**src/rtl/spu_ins_dispatch_if.sv**
```systemverilog
// Write, issue-control and decoded-output signals of the SPU instruction dispatch buffer.
// The master drives writes and issue control; the slave is the dispatch buffer.
interface spu_ins_dispatch_if #(
   parameter int N_PIPES = 2,
   parameter int DEPTH   = 8,
   parameter int INS_W   = 57,
   parameter int CW      = $clog2(DEPTH+1)
);
   logic [N_PIPES-1:0]       in_valid;
   logic [N_PIPES*INS_W-1:0] in_ins;
   logic [N_PIPES-1:0]       in_ready;
   logic [N_PIPES-1:0]       stall;
   logic                     lockstep;
   logic                     flush;
   logic [N_PIPES-1:0]       out_valid;
   logic [N_PIPES*11-1:0]    opcode;
   logic [N_PIPES*7-1:0]     ra_addr;
   logic [N_PIPES*7-1:0]     rb_addr;
   logic [N_PIPES*7-1:0]     rc_addr;
   logic [N_PIPES*7-1:0]     rt_addr;
   logic [N_PIPES*18-1:0]    imm18;
   logic [N_PIPES*CW-1:0]    occupancy;

   modport master (
      output in_valid, in_ins, stall, lockstep, flush,
      input  in_ready, out_valid, opcode, ra_addr, rb_addr, rc_addr, rt_addr, imm18, occupancy
   );

   modport slave (
      input  in_valid, in_ins, stall, lockstep, flush,
      output in_ready, out_valid, opcode, ra_addr, rb_addr, rc_addr, rt_addr, imm18, occupancy
   );
endinterface

```
**src/rtl/spu_ins_dispatch.sv**
```systemverilog
// Per-pipe instruction FIFOs with lockstep or independent issue into registered decoded outputs.
// Non-issuing pipes present NOP_OPC with zeroed fields.
module spu_ins_dispatch #(
   parameter int          N_PIPES = 2,
   parameter int          DEPTH   = 8,
   parameter int          INS_W   = 57,
   parameter logic [10:0] NOP_OPC = 11'b01000000001,
   parameter int          CW      = $clog2(DEPTH+1)
) (
   input  logic              clk,
   input  logic              rst_n,
   spu_ins_dispatch_if.slave bus
);
   localparam int PW = (DEPTH > 1) ? $clog2(DEPTH) : 1;

   logic [INS_W-1:0]      mem_q    [N_PIPES][DEPTH];
   logic [PW-1:0]         rd_ptr_q [N_PIPES];
   logic [PW-1:0]         rd_ptr_d [N_PIPES];
   logic [PW-1:0]         wr_ptr_q [N_PIPES];
   logic [PW-1:0]         wr_ptr_d [N_PIPES];
   logic [INS_W-1:0]      head     [N_PIPES];
   logic [N_PIPES*CW-1:0] occ_q, occ_d;
   logic [N_PIPES-1:0]    vld_q, vld_d;
   logic [N_PIPES*11-1:0] opc_q, opc_d;
   logic [N_PIPES*7-1:0]  ra_q, ra_d, rb_q, rb_d, rc_q, rc_d, rt_q, rt_d;
   logic [N_PIPES*18-1:0] imm_q, imm_d;
   logic [N_PIPES-1:0]    ready, push, elig, issue;

   function automatic logic [PW-1:0] ptr_inc(input logic [PW-1:0] v);
      return (v == PW'(DEPTH-1)) ? '0 : v + PW'(1);
   endfunction

   always_comb begin
      ready = '0;
      push  = '0;
      elig  = '0;
      issue = '0;
      for (int p = 0; p < N_PIPES; p++) begin
         head[p]  = mem_q[p][rd_ptr_q[p]];
         ready[p] = (occ_q[p*CW +: CW] < CW'(DEPTH)) && !bus.flush;
         push[p]  = bus.in_valid[p] && ready[p];
         elig[p]  = (occ_q[p*CW +: CW] != '0) && !bus.stall[p];
      end
      // Lockstep: any empty or stalled pipe blocks every pipe
      for (int p = 0; p < N_PIPES; p++)
         issue[p] = !bus.flush && (bus.lockstep ? &elig : elig[p]);
   end

   always_comb begin
      occ_d = occ_q;
      vld_d = issue;
      opc_d = '0;
      ra_d  = '0;
      rb_d  = '0;
      rc_d  = '0;
      rt_d  = '0;
      imm_d = '0;
      for (int p = 0; p < N_PIPES; p++) begin
         rd_ptr_d[p] = issue[p] ? ptr_inc(rd_ptr_q[p]) : rd_ptr_q[p];
         wr_ptr_d[p] = push[p]  ? ptr_inc(wr_ptr_q[p]) : wr_ptr_q[p];
         occ_d[p*CW +: CW] = occ_q[p*CW +: CW] + CW'(push[p]) - CW'(issue[p]);
         opc_d[p*11 +: 11] = NOP_OPC;
         if (issue[p]) begin
            opc_d[p*11 +: 11] = head[p][56:46];
            imm_d[p*18 +: 18] = head[p][45:28];
            ra_d[p*7 +: 7]    = head[p][27:21];
            rb_d[p*7 +: 7]    = head[p][20:14];
            rc_d[p*7 +: 7]    = head[p][13:7];
            rt_d[p*7 +: 7]    = head[p][6:0];
         end
         if (bus.flush) begin
            rd_ptr_d[p] = '0;
            wr_ptr_d[p] = '0;
            occ_d[p*CW +: CW] = '0;
         end
      end
   end

   always_ff @(posedge clk or negedge rst_n) begin
      if (!rst_n) begin
         for (int p = 0; p < N_PIPES; p++) begin
            rd_ptr_q[p] <= '0;
            wr_ptr_q[p] <= '0;
         end
         occ_q <= '0;
         vld_q <= '0;
         opc_q <= {N_PIPES{NOP_OPC}};
         ra_q  <= '0;
         rb_q  <= '0;
         rc_q  <= '0;
         rt_q  <= '0;
         imm_q <= '0;
      end else begin
         for (int p = 0; p < N_PIPES; p++) begin
            rd_ptr_q[p] <= rd_ptr_d[p];
            wr_ptr_q[p] <= wr_ptr_d[p];
         end
         occ_q <= occ_d;
         vld_q <= vld_d;
         opc_q <= opc_d;
         ra_q  <= ra_d;
         rb_q  <= rb_d;
         rc_q  <= rc_d;
         rt_q  <= rt_d;
         imm_q <= imm_d;
      end
   end

   // Storage needs no reset: occupancy alone decides which entries are live
   always_ff @(posedge clk) begin
      for (int p = 0; p < N_PIPES; p++)
         if (push[p]) mem_q[p][wr_ptr_q[p]] <= bus.in_ins[p*INS_W +: INS_W];
   end

   assign bus.in_ready  = ready;
   assign bus.out_valid = vld_q;
   assign bus.opcode    = opc_q;
   assign bus.ra_addr   = ra_q;
   assign bus.rb_addr   = rb_q;
   assign bus.rc_addr   = rc_q;
   assign bus.rt_addr   = rt_q;
   assign bus.imm18     = imm_q;
   assign bus.occupancy = occ_q;
endmodule

```
**src/flat_wrapper.sv**
```systemverilog
// flat-port wrapper written by rule: the top's interface ports become plain ports
module spu_ins_dispatch_flat 
#(
   parameter int          N_PIPES = 2,
   parameter int          DEPTH   = 8,
   parameter int          INS_W   = 57,
   parameter logic [10:0] NOP_OPC = 11'b01000000001,
   parameter int          CW      = $clog2(DEPTH+1)
)
  (clk, rst_n, bus_in_valid, bus_in_ins, bus_stall, bus_lockstep, bus_flush, bus_in_ready, bus_out_valid, bus_opcode, bus_ra_addr, bus_rb_addr, bus_rc_addr, bus_rt_addr, bus_imm18, bus_occupancy);
  spu_ins_dispatch_if #(.N_PIPES(N_PIPES), .DEPTH(DEPTH), .INS_W(INS_W), .CW(CW)) bus_i ();
  input  logic clk;
  input  logic rst_n;
  input wire logic [$bits(bus_i.in_valid)-1:0] bus_in_valid;
  input wire logic [$bits(bus_i.in_ins)-1:0] bus_in_ins;
  input wire logic [$bits(bus_i.stall)-1:0] bus_stall;
  input wire logic [$bits(bus_i.lockstep)-1:0] bus_lockstep;
  input wire logic [$bits(bus_i.flush)-1:0] bus_flush;
  output wire logic [$bits(bus_i.in_ready)-1:0] bus_in_ready;
  output wire logic [$bits(bus_i.out_valid)-1:0] bus_out_valid;
  output wire logic [$bits(bus_i.opcode)-1:0] bus_opcode;
  output wire logic [$bits(bus_i.ra_addr)-1:0] bus_ra_addr;
  output wire logic [$bits(bus_i.rb_addr)-1:0] bus_rb_addr;
  output wire logic [$bits(bus_i.rc_addr)-1:0] bus_rc_addr;
  output wire logic [$bits(bus_i.rt_addr)-1:0] bus_rt_addr;
  output wire logic [$bits(bus_i.imm18)-1:0] bus_imm18;
  output wire logic [$bits(bus_i.occupancy)-1:0] bus_occupancy;
  assign bus_i.in_valid = bus_in_valid;
  assign bus_i.in_ins = bus_in_ins;
  assign bus_i.stall = bus_stall;
  assign bus_i.lockstep = bus_lockstep;
  assign bus_i.flush = bus_flush;
  assign bus_in_ready = bus_i.in_ready;
  assign bus_out_valid = bus_i.out_valid;
  assign bus_opcode = bus_i.opcode;
  assign bus_ra_addr = bus_i.ra_addr;
  assign bus_rb_addr = bus_i.rb_addr;
  assign bus_rc_addr = bus_i.rc_addr;
  assign bus_rt_addr = bus_i.rt_addr;
  assign bus_imm18 = bus_i.imm18;
  assign bus_occupancy = bus_i.occupancy;
  spu_ins_dispatch #(.N_PIPES(N_PIPES), .DEPTH(DEPTH), .INS_W(INS_W), .NOP_OPC(NOP_OPC), .CW(CW)) u_core (.clk(clk), .rst_n(rst_n), .bus(bus_i));
endmodule
```
**config.mk**
```make
export PLATFORM = sky130hd
export DESIGN_NAME = spu_ins_dispatch_flat
export DESIGN_NICKNAME = d
export VERILOG_FILES = /design/src/rtl/spu_ins_dispatch_if.sv /design/src/rtl/spu_ins_dispatch.sv /design/src/flat_wrapper.sv
export SDC_FILE = /design/constraint.sdc
export NUM_CORES = 1
export LEC_CHECK = 0
export BUFFER_PORTS_ARGS = -buffer_cell sky130_fd_sc_hd__buf_2
export CORE_MARGIN = 2
export CORE_UTILIZATION = 35
export DETAILED_ROUTE_END_ITERATION = 12
export GPL_ROUTABILITY_DRIVEN = 0
export MAX_ROUTING_LAYER = met4
export PLACE_DENSITY_LB_ADDON = 0.08
export SLEW_MARGIN = 10
export SYNTH_ARGS = -nofsm -noshare
export SYNTH_HDL_FRONTEND = slang
export SYNTH_SLANG_ARGS = --single-unit
```
**constraint.sdc**
```tcl
create_clock -name clk -period 6.55 [get_ports clk]
set_clock_uncertainty 0.2 [all_clocks]
set_input_delay 0 -clock clk [delete_from_list [all_inputs] [get_ports clk]]
set_output_delay 0 -clock clk [all_outputs]
set_load 0.01 [all_outputs]
```
======== Word level (Yosys, flattened, before mapping) ========
Memory sizes are Yosys's and may differ from the RTL's.
Cells that the tools add are included.
operators by class
  add/sub/neg operators ................... 8
  magnitude comparators ................... 8
  equal/unequal tests ..................... 4
  mux-type cells .......................... 42
  bitwise gates (word level) .............. 4
  reduce and logical (&&, ||, !) cells .... 20
operator list
  operator                                            number
  two-way mux 456 bit                                 2
  binary-select mux 57 bit (select 3 bit)             2
  demux 57 bit (select 3 bit)                         2
  two-way mux 57 bit                                  6
  two-way mux 7 bit                                   8
  two-way mux 18 bit                                  2
  two-way mux 3 bit                                   12
  two-way mux 11 bit                                  2
  >= comparator 4 bit, second input constant          4
  inverter 3 -> 4 bit                                 4
  adder 3 x 1 -> 3 bit, second input constant         4
  equality test 3 bit, second input constant          4
  logical AND 1 bit                                   10
  adder 4 x 1 -> 4 bit                                2
  < comparator 4 x 1 -> 1 bit, second input constant  2
  < comparator 4 bit, second input constant           2
  two-way mux 4 bit                                   2
  nonzero test 2 bit                                  4
  nonzero test 4 bit                                  2
  subtractor 4 x 1 -> 4 bit                           2
  two-way mux 1 bit                                   4
  zero test 1 bit                                     3
  AND reduction 2 bit                                 1
word-level totals
  bits in registers ....................... 136
  memory bits (writable) .................. 912
  input port bits ......................... 122
  output and inout port bits .............. 126
  memories kept ........................... 1
memory list
  name          words  bits a word  read ports  clocked after memory_dff  write ports  RTL line                source
  u_core.mem_q  2      456          2           0                         2            spu_ins_dispatch.sv:16  logic [INS_W-1:0] mem_q [N_PIPES][DEPTH];

======== Longest topological paths before layout ========
Gate-level depths: netlist of run 1.
  depth after elaboration ................. 7
  mapped depth ............................ 15
  mapped depth without buffers ............ 13

======== Least setup slack after synthesis of run 1 ========
Ideal clock, no wire load.
  kind .................................... register -> register
  start ................................... reg u_core.occ_q[3], in the netlist u_core.bus.occupancy[3]
  end ..................................... mem u_core.mem_q[0][399] (netlist name), enable pin
  arrival ................................. 4.982 ns
  slack ................................... 0.826 ns
  stages on the path, launching flop included .. 5
  path buffers ............................ 1
  clock period less this slack ............ 5.724 ns
  cell sequence ........................... dfrtp_1 > nand2b_1 > clkbuf_1 > or3_1 > nor3_1
RTL lines
  element                 RTL line                source
  from (decl)             spu_ins_dispatch.sv:22  logic [N_PIPES*CW-1:0] occ_q, occ_d;
  from (signal assigned)  spu_ins_dispatch.sv:85  occ_q <= '0;
  from (signal assigned)  spu_ins_dispatch.sv:98  occ_q <= occ_d;
  to (decl)               spu_ins_dispatch.sv:16

======== Worst setup path after layout of run 1 ========
  start ................................... reg u_core.occ_q[2], in the netlist u_core.bus.occupancy[2]
  end ..................................... reg u_core.occ_q[6], in the netlist u_core.bus.occupancy[6]
on the way
  cells in the longest elaborated chain, start to end .. 7
ends and longest elaborated chain
  element                    RTL line                source
  nonzero test 4 bit         spu_ins_dispatch.sv:42  elig[p] = (occ_q[p*CW +: CW] != '0) && !bus.stall[p];
  logical AND 1 bit          spu_ins_dispatch.sv:42
  AND reduction 2 bit        spu_ins_dispatch.sv:46  issue[p] = !bus.flush && (bus.lockstep ? &elig : elig[p]);
  two-way mux 1 bit          spu_ins_dispatch.sv:46
  logical AND 1 bit          spu_ins_dispatch.sv:46
  net u_core.issue[1]        spu_ins_dispatch.sv:27  logic [N_PIPES-1:0] ready, push, elig, issue;
  subtractor 4 x 1 -> 4 bit  spu_ins_dispatch.sv:61  occ_d[p*CW +: CW] = occ_q[p*CW +: CW] + CW'(push[p]) - CW'(issue[p]);
  two-way mux 4 bit          spu_ins_dispatch.sv:71  if (bus.flush) begin
  net u_core.occ_d[6]        spu_ins_dispatch.sv:22
The timed path passes the listed nets, and every way through them passes these cells.
A chain may end at the register's enable or synchronous reset.

==> summary.txt, run 1 <==
Route
  • DRT Pass-1 Iters: 5
  • Remaining DRCs: 0
  • Detailed Route WL: 92.0 mm
  • Vias per cell: 4.81
  • 1st-iter DRT viols: 933
  • Wirelength per Cell: 23.7 microns
  • Antenna Nets Post-Route: 0
  • Via count: 18,622

Place
  • # placed instances: 3,409
  • Placement Setup Slack: 2.94 ns
  • Final HPWL DP: 48.5 mm
  • Port buffer count: 247

STA
  • Final setup fails: 0
  • Post-Route Setup TNS: 0 ns
  • Peak Freq: 282 MHz
  • Final worst path period need: 3.55 ns
  • Slew @ Worst Pin: 1.00 ns
  • Final count of pins violating max slew: 0
  • Final period utilization: 54.2%
  • Final Hold Vio Count: 0
  • Relative slew slack: 33.2%
  • RSZ-0062 raised after global routing: false
  • Final Hold Slack: 0.0403 ns
  • Final worst-path setup slack: 3.00 ns

Pwr
  • PD cells: 331 nW/um^2
  • Peak supply drop: 211 uV
  • Pleak: 0.0163 uW

Global route
  • Number of global-route vias before repair: 20,657
  • Gr usage total: 16.9%
  • Largest net degree at the start of global routing: 59
  • Initial antenna violation count: 15
  • Total gr overflow: 0
  • Global-route wire length before repair: 136 mm

Setup path
  • CP Max Fanout: 58
  • Reg2Reg Depth: 13
  • Critical path data arrival time: 3.89 ns
  • Data required, critical path: 6.89 ns
  • Crit path kind: register to register
  • Setup crit start kind: register
  • Kind of end point of the critical path: register

Finish
  • Final Core Density: 43.5%
  • Area grow syn2layout: 23.6%
  • Post-layout net count: 2,418
  • Share of layout cells above drive strength 1: 30.6%
  • Final non-filler cell total: 3,875

Synth
  • Synthesized flop and latch total: 1,048
  • Compound-Gate Fraction of Synth Area: 0.331%
  • XOR/XNOR Fraction of Synth Area: 0.0900%
  • Synthesized netlist net count: 1,854
  • Post-synthesis adder-cell area fraction: 0.682%
  • Post-synthesis mux area share: 16.2%
  • Post-synthesis sequential area ratio: 79.1%
  • Synth unique cells: 34
  • Yosys warns: 0
  • Synth Cell Area: 38,900 sq um
  • Cells after Synth: 1,712
  • Main combinational cell family by area after synthesis: multiplexers
  • Avg Synthesized Cell Area: 22.7 sq um
  • Simple-gate share of the synthesized area: 1.94%

Clock tree
  • Post-CTS sizing: 0
  • Clock root cell: clkbuf_16
  • CTS Sinks: 1,048
  • CTS clk-pin slew, worst paths: 0.06 ns
  • Max Buffers Root-to-Sink: 3
  • Skew-Pair Late Insertion Delay: 0.68 ns
  • TritonCTS clock tree: built
  • H-tree Lvls: 3
  • CTS Buf Count: 115

Hold path
  • Worst Hold Depth: 2
  • HP Class: primary input to register

Run
  • Number of max-cap violations: 0

Floorplan
  • Boundary pin count: 248
  • Die Span X: 337 microns
  • Die ar.: 114,000 sq um
  • Die Height: 337 microns
  • FP Rows: 122
  • Initial Util: 35.2%
  • Core area: 111,000 sq um

Status
  • Outcome: complete, no violations
==> cell families after synthesis <==
logic type / count (synthesis)
AO/OA/AOI/OAI: 18
AND/OR/NAND/NOR: 179
adder cells (fa/ha/maj): 20
XOR/XNOR: 4
multiplexers: 343
flip-flops: 1048
buffers and inverters: 100
==> timing repair <==
action / CTS / global route
hold buffers: 238 / 0
setup buffers: 0 / 0
endpoints found under the hold margin: 1065 / 0
==> stage by stage <==
step                      total power [uW]  area [sq um]
after floorplan                       9140         38900
after global placement                9650         41900
after detailed placement              9670         41900
after CTS                            16200         48000
after global routing                 16600         48100
final                                15900         48100
==> cells in the final DEF (no fill, tap or decap), types with 3 or more instances in the layout <==
master / count
nor2_1: 127
clkinv_2: 25
buf_4: 44
nand2_1: 6
clkbuf_1: 36
dfrtp_4: 6
buf_2: 246
dfrtp_1: 126
nor3b_1: 3
nand2b_1: 6
and4_1: 3
clkbuf_16: 117
nor3_2: 4
a211o_1: 5
nor3_1: 4
mux2i_1: 113
nor2_4: 12
xnor2_1: 4
bufinv_16: 7
a31o_2: 3
dlygate4sd3_1: 237
ha_1: 18
clkinv_1: 7
nor2b_1: 10
inv_6: 3
clkbuf_8: 18
mux4_2: 227
dfstp_2: 4
a21oi_1: 5
inv_1: 15
edfxtp_1: 912
diode_2: 13
==> report_power, final <==
part           total [uW]  switching, uW  internal (uW)
registers            7680            166           7510
clock network        6310           2560           3750
logic                1910            931            975
total               15900           3660          12200
==> path summary, 6_finish.rpt <==
| check | from | to | slack, ns |
|---|---|---|---|
| setup / recovery | u_core.bus.occupancy[2] | u_core.bus.occupancy[6] | 3.00 |
| hold / removal | bus_in_ins[1] | u_core.mem_q[0][400] | 0.04 |
| setup reg to reg | u_core.bus.occupancy[2] | u_core.bus.occupancy[6] | 3.00 |
| hold reg to reg | u_core.wr_ptr_q[3] | u_core.wr_ptr_q[3] | 0.40 |
| max in group asynchronous | rst_n | u_core.rd_ptr_q[0] | 4.92 |
| min in group asynchronous | rst_n | u_core.bus.opcode[9] | 0.27 |
==> layout make-up <==
| cell class | count | area (sq um) |
|---|---|---|
| tap | 1488 | 1860 |
| sequential | 1048 | 30800 |
| timing repair buffer | 530 | 3990 |
| clock buffer | 171 | 3310 |
| antenna | 13 | 32.5 |
| multi-input combinational | 564 | 7600 |
| clock inverter | 44 | 403 |
| inverter | 17 | 63.8 |
| fill | 9792 | 62400 |
==> cells in the mapped netlist <==
| cell type | instances | area (sq um) |
|---|---|---|
| mux4_1 | 1 | 26.3 |
| a31o_2 | 3 | 26.3 |
| nor3_1 | 8 | 40.0 |
| nor2b_1 | 10 | 62.6 |
| a211o_1 | 5 | 43.8 |
| mux2_2 | 2 | 22.5 |
| nor3b_1 | 3 | 22.5 |
| nand2_1 | 6 | 22.5 |
| buf_12 | 8 | 160 |
| dfrtp_1 | 132 | 3300 |
| buf_4 | 2 | 15.0 |
| buf_2 | 40 | 200 |
| nor2_1 | 139 | 522 |
| clkbuf_1 | 20 | 75.1 |
| inv_2 | 2 | 7.51 |
| o21ai_1 | 2 | 10.0 |
| buf_6 | 4 | 45.0 |
| or3_1 | 2 | 12.5 |
| nand3_1 | 2 | 10.0 |
| xnor2_1 | 4 | 35.0 |
| ha_1 | 18 | 225 |
| and4_1 | 3 | 26.3 |
| a21o_1 | 2 | 15.0 |
| a21oi_1 | 5 | 25.0 |
| mux2i_1 | 113 | 1130 |
| inv_1 | 15 | 56.3 |
| buf_8 | 4 | 60.1 |
| buf_1 | 5 | 18.8 |
| edfxtp_1 | 912 | 27400 |
| o41ai_1 | 1 | 8.76 |
| nand2b_1 | 6 | 37.5 |
| fa_1 | 2 | 40.0 |
| dfstp_2 | 4 | 105 |
| mux4_2 | 227 | 5110 |
==> per-layer routing <==
layer  wire, microns  track usage, %
met1           38300            20.3
met2           47200            28.7
met3            4460            3.70
met4            2050            4.59
met5               0               -
==> flip-flops by register name, summed over array words and instances (netlist names) <==
register,flops
u_core.bus.occupancy,8
u_core.bus.rt_addr,14
u_core.bus.imm18,36
u_core.bus.out_valid,2
u_core.rd_ptr_q,6
u_core.bus.ra_addr,14
u_core.mem_q,912
u_core.wr_ptr_q,6
u_core.bus.opcode,22
u_core.bus.rc_addr,14
u_core.bus.rb_addr,14
==> critical path: stages (launching register included) <==
cell	delay, ns
dfrtp_1	0.38
inv_1	0.09
ha_1	0.17
nor3b_1	0.28
o21ai_1	0.19
nand3_2	0.10
buf_4	0.72
inv_2	0.07
ha_1	0.30
inv_1	0.04
ha_1	0.22
fa_1	0.41
xnor2_1	0.17
nor2_1	0.05
(Power assumes the default switching activity.)
==> run 2, diff against run 1 <==
ABC_AREA = 1   (was not set)
clock period = 3.5 ns   (was 6.55 ns; I/O delays follow)
==> run 2 against run 1 <==
Sequential power up 86%. Sequential cell count unchanged. Cell area up 5.1%. Clock-buffer cell count down 13. Critical path type unchanged. Critical endpoint is now u_core.bus.occupancy[5].
==> summary.txt, run 2 <==
STA
  • Relative slew slack: 39.7% (+6.4 points)
  • Final Hold Vio Count: 0 (unchanged)
  • Slew @ Worst Pin: 0.905 ns (-0.0962 ns)
  • RSZ-0062 raised after global routing: false
  • Final worst path period need: 2.99 ns (-0.561 ns)
  • Final period utilization: 85.4% (+31 points)
  • Final worst-path setup slack: 0.512 ns (-2.49 ns)
  • Peak Freq: 335 MHz (+19%)
  • Final count of pins violating max slew: 0 (unchanged)
  • Final setup fails: 0 (unchanged)
  • Post-Route Setup TNS: 0 ns (unchanged)

Synth
  • Top FF cell, synth: edfxtp_1
  • Synth area leaders: edfxtp_1 (66%), nand2_1 (14%), dfrtp_1 (8.0%), nand3_1 (5.6%), buf_6 (1.1%)
  • Area leader, netlist: edfxtp_1
  • Top-count cell post-synth: nand2_1
  • Post-synth top area share: 66.0% (-4.4 points)
  • Post-synth EDFFs: 912 (unchanged)
  • Yosys warns: 0 (unchanged)
  • Synth unique cells: 26 (-24%)
  • Cells after Synth: 3,487 (+100%)
  • Commonest cells post-synth: nand2_1 (1,523), edfxtp_1 (912), nand3_1 (466)
  • Synthesized flop and latch total: 1,048 (unchanged)
  • Post-synth ARST share: 13.0% (unchanged)
  • Post-synthesis sequential area ratio: 74.2% (-5.0 points)
  • Synth Cell Area: 41,500 sq um (+6.7%)
  • Synthesized netlist net count: 3,629 (+96%)
  • Avg Synthesized Cell Area: 11.9 sq um (-48%)

Global route
  • Initial antenna violation count: 11 (-4)
  • Gr usage total: 18.3% (+1.5 points)
  • Total gr overflow: 0 (unchanged)
  • Number of global-route vias before repair: 25,749 (+25%)
  • Largest net degree at the start of global routing: 132 (+120%)
  • Global-route wire length before repair: 164 mm (+20%)

Pwr
  • Internal Power: 22,900 uW (+87%)
  • Clock Power Share: 37.6% (-2.1 points)
  • Switching fraction of total power: 27.9% (+4.9 points)
  • Peak supply drop: 380 uV (+80%)
  • Flop pwr share: 45.0% (-3.3 points)
  • Combinational cell fraction of total power: 17.4% (+5.4 points)
  • PD cells: 630 nW/um^2 (+91%)
  • Pleak: 0.0200 uW (+23%)
  • P_sw: 8890 uW (+140%)

Clock tree
  • TritonCTS clock tree: built
  • Post-CTS Setup Inserts: 0 (unchanged)
  • Skew-Pair Late Insertion Delay: 0.71 ns (+0.03 ns)
  • Clock root cell: clkbuf_16
  • Max Buffers Root-to-Sink: 3 (unchanged)
  • CTS clk-pin slew, worst paths: 0.06 ns (about the same)
  • CTS Sinks: 1,048 (unchanged)
  • H-tree Lvls: 3 (unchanged)
  • CTS Buf Count: 115 (unchanged)

Run
  • Number of max-cap violations: 0 (unchanged)

Setup path
  • Kind of end point of the critical path: register
  • CP Max Fanout: 5 (-91%)
  • Critical path data arrival time: 3.36 ns (-0.53 ns)
  • Crit path kind: register to register
  • Setup crit start kind: register
  • Data required, critical path: 3.87 ns (-3.02 ns)

Finish
  • Final Core Density: 42.8% (-0.66 points)
  • Fillers: 11,134 (+14%)
  • Post-route cell area: 50,500 sq um (+5.1%)
  • Seq. cell area: 30,800 sq um (about the same)
  • Commonest non-fill, non-tap cell in the layout: nand2_1
  • Final non-filler cell total: 5,601 (+45%)
  • Max reg flops: 912 (unchanged)
  • Area grow syn2layout: 21.7%
  • Post-layout net count: 4,096 (+69%)
  • Share of layout cells above drive strength 1: 14.3% (-16 points)
  • Most frequent cells in the layout: nand2_1 (1,523), edfxtp_1 (912), nand3_1 (464), buf_2 (246), dlygate4sd3_1 (236)
  • Multi-input gate area: 9280 sq um (+22%)

Route
  • Remaining DRCs: 0 (unchanged)
  • Via count: 25,926 (+39%)
  • Vias per cell: 4.63 (-3.7%)
  • Detailed Route WL: 109 mm (+18%)
  • 1st-iter DRT viols: 1,521 (+63%)
  • Wirelength per Cell: 19.4 microns (-18%)
  • DRT Pass-1 Iters: 5 (unchanged)
  • Antenna Nets Post-Route: 0 (unchanged)

Floorplan
  • FP Rows: 126 (+3.3%)
  • Die Span X: 348 microns (+3.3%)
  • Initial Util: 35.2% (about the same)
  • Core area: 118,000 sq um (+6.7%)
  • Boundary pin count: 248 (unchanged)
  • Die ar.: 121,000 sq um (+6.6%)
  • Die Height: 348 microns (+3.3%)

Place
  • Placement Setup Slack: 0.781 ns (-2.16 ns)
  • Final HPWL DP: 54.1 mm (+12%)
  • Placed cell area: 44,400 sq um (+5.8%)
  • Port buffer count: 247 (unchanged)
  • # placed instances: 5,136 (+51%)

Hold path
  • HP Class: primary input to register

Status
  • Outcome: complete, no violations
-- run 2: kinds of logic (layout without fill, tap and decap cells) --
kind of cell / Yosys count / in the layout / synth area share [%]
compound gates: 8 / 8 / 0.102
fa+ha+maj: 20 / 20 / 0.639
other cells: 0 / 10 / 0
flops: 1048 / 1048 / 74.2
simple gates: 2142 / 2142 / 21.2
buf+inv: 267 / 835 / 3.83
xor+xnor: 2 / 2 / 0.0422
-- run 2: final cells by class --
| cell class | instances | area share (%) |
|---|---|---|
| Timing Repair Buffer | 542 | 8.77 |
| Tap cell | 1536 | 3.80 |
| Antenna cell | 10 | 0.0495 |
| Inverter | 75 | 0.587 |
| Clock buffer | 158 | 6.35 |
| Multi-Input combinational cell | 2172 | 18.4 |
| Clock inverter | 60 | 1.06 |
| Sequential cell | 1048 | 61.0 |
-- run 2: power by group through the flow --
stage / registers [uW] / logic (uW) / clock network [uW]
3_5_place_dp: 14600 / 5470 / 0
2_1_floorplan: 14600 / 3830 / 0
3_3_place_gp: 14600 / 5480 / 0
6_report: 14300 / 5550 / 12000
4_1_cts: 14300 / 5720 / 12300
5_1_grt: 14400 / 6320 / 12800
-- run 2: worst paths after layout --
kind	slack [ns]	depth (start not counted)	end	startpoint
min in group asynchronous	0.32	3	u_core.bus.opcode[11]	rst_n
worst min-delay path	0.03	2	u_core.mem_q[0][849]	bus_in_ins[108]
worst min register to register	0.41	2	u_core.wr_ptr_q[3]	u_core.wr_ptr_q[3]
worst max-delay path	0.51	14	u_core.bus.occupancy[5]	u_core.bus.occupancy[2]
max in group asynchronous	2.42	4	u_core.bus.rb_addr[8]	rst_n
worst max register to register	0.51	14	u_core.bus.occupancy[5]	u_core.bus.occupancy[2]
-- run 2: stage by stage --
stage | power [uW] | hold slack (ns)
2_1_floorplan | 18400 | -0.496
3_3_place_gp | 20100 | -0.0943
3_5_place_dp | 20000 | -0.0966
4_1_cts | 32400 | 0.00159
5_1_grt | 33500 | 0.0291
6_report | 31800 | 0.0342
-- run 2: worst max-delay path, stage by stage (launching register included) --
cell and delay (ns):
dfrtp_1 0.37, inv_1 0.08, ha_1 0.15, nand2_1 0.05
nand2_1 0.08, nand2_1 0.15, nand3_4 0.10, inv_1 0.05
ha_1 0.26, inv_1 0.04, ha_1 0.22, fa_1 0.46
inv_1 0.07, nor2_1 0.04, dlygate4sd3_1 0.55
-- run 2: timing repair --
item,CTS,global route
hold buffers,237,0
resized for setup,0,0
endpoints found under the setup margin,0,0
hold endpoints to repair,1106,0
-- run 2: layer usage --
metal,vias up,global-route usage [%],routed length (microns)
met5,-,-,0
met2,424,30.3,52800
li1,12734,-,-
met3,161,2.59,3580
met1,12607,23.8,49600
met4,0,4.86,2480
